**src/rtl/imem_sync_fetch.sv**
```systemverilog
// Synchronous-read instruction memory for the IF stage: one 32-bit little-endian word per accepted
// fetch, 1- or 2-stage read pipeline with stall/flush, fault flagging and a word-wide load port.
module imem_sync_fetch #(
    parameter int          ADDR_WIDTH   = 64,
    parameter int          DEPTH_BYTES  = 256,
    parameter int          READ_LATENCY = 1,
    parameter logic [31:0] NOP_INST     = 32'h00000013
) (
    input  logic                  clk,
    input  logic                  reset,
    input  logic                  fetch_req,
    input  logic [ADDR_WIDTH-1:0] fetch_addr,
    input  logic                  stall,
    input  logic                  flush,
    output logic                  inst_valid,
    output logic [31:0]           instruction,
    output logic [ADDR_WIDTH-1:0] inst_addr,
    output logic                  fault,
    input  logic                  prog_we,
    input  logic [ADDR_WIDTH-1:0] prog_addr,
    input  logic [31:0]           prog_data
);

    localparam int WORDS = DEPTH_BYTES / 4;
    localparam int IDX_W = (WORDS > 1) ? $clog2(WORDS) : 1;
    localparam logic [ADDR_WIDTH-1:0] LAST_WORD_ADDR = ADDR_WIDTH'(DEPTH_BYTES - 4);

    typedef struct packed {
        logic                  valid;
        logic [ADDR_WIDTH-1:0] addr;
        logic [31:0]           data;
        logic                  fault;
    } stage_t;

    localparam stage_t EMPTY_STAGE = '{valid: 1'b0, addr: '0, data: NOP_INST, fault: 1'b0};

    // Byte storage grouped four bytes per word, lowest address in bits [7:0]; every access is
    // word-aligned, so the word view is exactly the little-endian byte array.
    logic [31:0] memQ [WORDS] = '{default: NOP_INST};

    logic             fetchAccept;
    logic             fetchFault;
    logic             progOk;
    logic [IDX_W-1:0] fetchIdx;
    logic [IDX_W-1:0] progIdx;
    stage_t           stageInD;
    stage_t           stageQ [READ_LATENCY];

    // Range checks use the full address width so huge addresses never alias into the array.
    assign fetchAccept = fetch_req && !stall;
    assign fetchFault  = (fetch_addr[1:0] != 2'b00) || (fetch_addr > LAST_WORD_ADDR);
    assign fetchIdx    = fetch_addr[IDX_W+1:2];
    assign progOk      = (prog_addr[1:0] == 2'b00) && (prog_addr <= LAST_WORD_ADDR);
    assign progIdx     = prog_addr[IDX_W+1:2];

    always_comb begin
        stageInD = EMPTY_STAGE;
        if (fetchAccept) begin
            stageInD.valid = 1'b1;
            stageInD.addr  = fetch_addr;
            stageInD.fault = fetchFault;
            stageInD.data  = fetchFault ? NOP_INST : memQ[fetchIdx];
        end
    end

    // Stage 1 samples the pre-edge array contents, which gives read-before-write on a collision.
    always_ff @(posedge clk) begin
        if (reset) begin
            for (int i = 0; i < READ_LATENCY; i++) begin
                stageQ[i] <= EMPTY_STAGE;
            end
        end else if (flush) begin
            stageQ[0] <= stageInD;
            for (int i = 1; i < READ_LATENCY; i++) begin
                stageQ[i] <= EMPTY_STAGE;
            end
        end else if (!stall) begin
            stageQ[0] <= stageInD;
            for (int i = 1; i < READ_LATENCY; i++) begin
                stageQ[i] <= stageQ[i-1];
            end
        end
    end

    always_ff @(posedge clk) begin
        if (prog_we && progOk) begin
            memQ[progIdx] <= prog_data;
        end
    end

    assign inst_valid  = stageQ[READ_LATENCY-1].valid;
    assign instruction = stageQ[READ_LATENCY-1].data;
    assign inst_addr   = stageQ[READ_LATENCY-1].addr;
    assign fault       = stageQ[READ_LATENCY-1].fault;

endmodule

```
**config.mk**
```make
export PLATFORM = sky130hd
export DESIGN_NAME = imem_sync_fetch
export DESIGN_NICKNAME = d
export VERILOG_FILES = /design/src/rtl/imem_sync_fetch.sv
export SDC_FILE = /design/constraint.sdc
export NUM_CORES = 2
export LEC_CHECK = 0
export ABC_AREA = 0
export BUFFER_PORTS_ARGS = -buffer_cell sky130_fd_sc_hd__buf_2
export CAP_MARGIN = 30
export CORE_MARGIN = 3
export CORE_UTILIZATION = 39
export DETAILED_ROUTE_END_ITERATION = 8
export GPL_TIMING_DRIVEN = 0
export SYNTH_ARGS = -nofsm -noshare
export SYNTH_HDL_FRONTEND = slang
export SYNTH_SLANG_ARGS = --single-unit
```
**constraint.sdc**
```tcl
create_clock -name clk -period 10.05 [get_ports clk]
set_clock_uncertainty 0.1 [all_clocks]
set_input_delay 1.005 -clock clk [delete_from_list [all_inputs] [get_ports clk]]
set_output_delay 1.005 -clock clk [all_outputs]
set_load 0.1 [all_outputs]
```
**Yosys cells after proc, flatten, opt, wreduce, memory -nomap -nowiden**

Memory sizes are Yosys's and may differ from the RTL's.
Cells that the tools add are included.

- Flip-flop bits (word level): 0
- Latch bits: 0
- RAM bits: 2146
- Memory bits (read-only): 0
- Input port bits: 166
- Output and inout port bits: 98
- Word-level logic and storage cells: 30
- Memories kept: 2

- Add/subtract/negate cells: 0
- Multiply operators: 0
- Divide/modulo/power cells: 0
- $lt $le $gt $ge: 2
- Eq/ne operators: 0
- Shifts and indexed selects: 0
- Muxes and demuxes: 17
- Bitwise logic cells: 0
- Reductions and logical operators: 9

Memories:

| memory | words | width | rd ports | clocked after memory_dff | wr ports | RTL line | RTL |
|---|---|---|---|---|---|---|---|
| memQ | 64 | 32 | 1 | 0 | 1 | 39 | `logic [31:0] memQ [WORDS] = '{default: NOP_INST};` |
| stageQ | 1 | 98 | 1 | 0 | 1 | 47 | `stage_t stageQ [READ_LATENCY];` |

Operator list:

| kind | number |
|---|---|
| $mux W98 | 3 |
| $reduce_or A98 Y1 | 2 |
| $gt A64 B8 Y1 const B | 1 |
| $le A64 B8 Y1 const B | 1 |
| $mux W32 | 1 |
| $mux W1 | 13 |
| $logic_and A1 B1 Y1 | 3 |
| $logic_not A2 Y1 | 1 |
| $reduce_bool A2 Y1 | 1 |
| $logic_not A1 Y1 | 1 |
| $logic_or A1 B1 Y1 | 1 |

**Longest topological paths before layout**

- Depth in word-level cells: 6
- Mapped depth: 11
- Mapped depth without buffers: 5

**Worst setup path after synthesis**

No wires, ideal clock.

- Path type: input to register
- Start: input port prog_addr[40]
- End: memory memQ[51][0], enable pin
- Setup time: 0.421 ns
- Data arrival time: 3.701 ns
- Required time: 9.529 ns
- Slack: 5.828 ns
- Cell stages on the path: 5
- Path buffers: 0
- Cells stage by stage: nor4b_1 > nand4_1 > nor4_2 > nand4b_1 > nor2_1

- Longest elaborated chain between the ends: 5

RTL lines:

| what | RTL line | RTL |
|---|---|---|
| from (decl) | 20 | `input logic [ADDR_WIDTH-1:0] prog_addr,` |
| $le A64 B8 Y1 | 53 | `assign progOk = (prog_addr[1:0] == 2'b00) && (prog_addr <= LAST_WORD_ADDR);` |
| $logic_and A1 B1 Y1 | 53 |  |
| $logic_and A1 B1 Y1 | 86 | `if (prog_we && progOk) begin` |
| $mux W1 | 86 |  |
| $mux W1 (not written as such) | 87 | `memQ[progIdx] <= prog_data;` |
| to (decl) | 39 |  |

No other way between the ends.

**Final worst setup path**

- Start: input port fetch_addr[3]
- End: memory stageQ[0][4] in the netlist's numbering (data pin)

- Longest elaborated chain between the ends: 6
- Elaborated cells between the ends (all ways): 7
- Classes of those cells: 1 x order compare; 4 x mux; 1 x reduce/logical; 1 x memory

RTL lines:

| what | RTL line | RTL |
|---|---|---|
| from (decl) | 12 | `input logic [ADDR_WIDTH-1:0] fetch_addr,` |
| $gt A64 B8 Y1 | 51 | `assign fetchFault = (fetch_addr[1:0] != 2'b00) \|\| (fetch_addr > LAST_WORD_ADDR);` |
| $logic_or A1 B1 Y1 | 51 |  |
| $mux W32 (*) | 62 | `stageInD.data = fetchFault ? NOP_INST : memQ[fetchIdx];` |
| $mux W98 (*) | 58 | `if (fetchAccept) begin` |
| $mux W98 (no source line) | n/a |  |
| $mux W98 (no source line) (*) | n/a |  |
| to (decl) | 47 |  |

Mark *: on every way between the ends. The rest lies on a longest branch, timed or not.

==> qor.yml <==
run_status: "finished clean"
tightest_slew_ns: 1.10
critPathMostFrequentCell: "buf_2"
crit_required_ns: 10.47
synth_nets: 3702
cts_tree: "built"
cp-endpoint: "stageQ[0][4]"
period_share_pct: 43.8
synth_cells: 3536
r2r-end: "stageQ[0][18]"
cts_resized: 0
period_needed_ns: 4.40
final_hold_viol_count: 0
setup_violations: 0
fp.dieH_um: 465
cts_buffer_depth: 3
synth_edf_count: 2146
dr.pass1.iters: 5
post-synth-top-area-cell: "edfxtp_1"
placementRows: 167
drc: 0
maxUsedRoutingLayer: "met5"
first_iter_violations: 7341
crit_path_max_fanout: 10
seqCellArea_um2: 64400
gp_congestion: 0.909
grt_pass1_vias: 42400
utilization_pct: 47.0
crit_family: "buffers and inverters"
clock_latency_ns: 0.87
start_util_pct: 39.4
clk_pin_slew_ns: 0.06
ys_types: 65
synth_common_cells: "2,146 x edfxtp_1, 534 x mux4_2, 120 x mux2i_1"
track_usage_pct: 25.0
multi_input_area_um2: 17100
ir_drop_uv: 207
crit_slowest_cell: "a311oi_1"
grt_pass1_wl_um: 367000
num_vias: 44000
hold_path.class: "input port to flop"
area_growth_pct: 19.0
crit_arrival_ns: 4.82
critPathLaunchType: "input port"
synth_area_um2: 82200
syn_area_per_cell_um2: 23.2
ant_nets: 0
async_reset_ff_share_pct: 0
critPathBufInv: 3
max_cap_violations: 0
fin_nets: 4359
pin_count: 264
leakage_nw: 31.4
met2_length_um: 123000
routed_wl_um: 273000
r2r-start: "memQ[8][17]"
synth_most_common_cell: "edfxtp_1"
rrSetupSlack_ns: 7.09
portBuffers: 258
fmax_mhz: 227
cp-startpoint: "fetch_addr[3]"
fillerInstances: 17000
grt_max_degree: 65
ys.flop_type: "edfxtp_1"
cts_root_buffer: "clkbuf_16"
synth-seq-area-share_pct: 78.4
grt_setup_unrepaired: "no"
coreArea_um2: 208000
dieArea_um2: 216000
relSlewSlack_pct: 26.5
cts_setup_buffers: 0
wl_met1_um: 104000
cts_sinks: 2146
cts_hold_buf: 0
ys_ff_latch: 2146
overflow: 0
slew_violations: 0
yosys_warnings: 0
final.setup.tns_ns: 0
netlist_top_cells_area: "edfxtp_1 78%, mux4_2 15%, mux2i_1 1.5%"
die_w_um: 465
via_per_inst: 6.13
endpoint_kind: "flop"
wl_per_cell_um: 38.1
wl_met3_um: 34700
cp.depth: 7
drive_gt1_share_pct: 33.6
htree_levels: 4
cts_made_buffers: 211
hpwl_um: 185000
max_stage_delay_ns: 0.97
power_density_nw_per_um2: 192
synth_top_area_share_pct: 78.4
cp_cell_sequence: "buf_2 > buf_2 > nor2b_1 > clkbuf_1 > a22oi_1 > a311oi_1 > a211oi_1"
ff2ff_path_depth: 5
critPathKind: "input port to flop"
antenna_found_initial: 23
==> registers in the layout, summed over array words and instances (netlist names) <==
signal and count:
memQ 2048, stageQ 98
==> per-stage QoR <==
step / power, W / cell area [µm²] / std cells / setup slack [ns] / hold WS (ns)
2_1_floorplan: 0.0107 / 82200 / 3536 / 5.83 / 0.692
3_3_place_gp: 0.0112 / 87000 / 6582 / 1.62 / 1.04
3_5_place_dp: 0.0112 / 90900 / 6757 / 4.79 / 1.05
4_1_cts: 0.0188 / 97600 / 7142 / 5.69 / 0.322
5_1_grt: 0.0192 / 97800 / 7157 / 5.53 / 0.302
6_report: 0.0188 / 97800 / 7168 / 5.65 / 0.331
==> worst min-delay path by stage <==
stage	endpoint	slack (ns)	start	depth (start not counted)
floorplan	stageQ[0][8]	0.69	memQ[22][7]	4
global placement	stageQ[0][2]	1.04	memQ[0][1]	5
detailed placement	stageQ[0][2]	1.05	memQ[0][1]	5
CTS	stageQ[0][80]	0.32	fetch_addr[47]	2
global route	memQ[28][30]	0.30	prog_data[30]	1
finish	memQ[29][30]	0.33	prog_data[30]	1
==> power breakdown <==
group / leakage [nW] / switching, W / internal [W]
clock: 3.26 / 0.00342 / 0.00433
combinational: 8.60 / 0.000797 / 0.000375
sequential: 19.5 / 0.00000542 / 0.00986
total: 31.4 / 0.00422 / 0.0146
==> layout make-up <==
cell class | count | area share (%)
antenna | 15 | 0.0384
buffer | 194 | 1.20
clock buffer | 265 | 5.69
clock inverter | 120 | 1.13
inverter | 4 | 0.0153
multi-input combinational | 1192 | 17.4
sequential | 2146 | 65.9
tap | 2788 | 3.57
timing repair buffer | 444 | 5.05
==> metal layers <==
layer / up-vias / GRT usage, %
met5: - / 0
met4: 6 / 9.60
met1: 23500 / 34.9
met2: 3353 / 37.4
li1: 16600 / -
met3: 562 / 6.82
==> cells in the final DEF (no fill, tap or decap), types with 23 or more instances in the layout <==
cell type,count
edfxtp_1,2146
o22ai_1,23
nor2_1,34
buf_12,126
clkinv_2,36
clkbuf_16,215
clkinv_1,52
a21oi_1,43
mux4_2,534
buf_8,40
mux2i_1,120
nor2_4,64
buf_2,313
buf_6,31
clkbuf_1,117
nand2_1,31
and3_1,64
a22oi_1,60
nor4_1,26
==> cell families (layout without fill, tap and decap cells) <==
family / Yosys count / count (layout) / share of synthesized area (%)
mux: 667 / 667 / 16.3
compound gates: 213 / 213 / 1.84
simple gates: 312 / 312 / 2.03
flops: 2146 / 2146 / 78.4
other cells: 0 / 15 / 0
buf+inv: 198 / 1027 / 1.43
(Power assumes the default switching activity.)
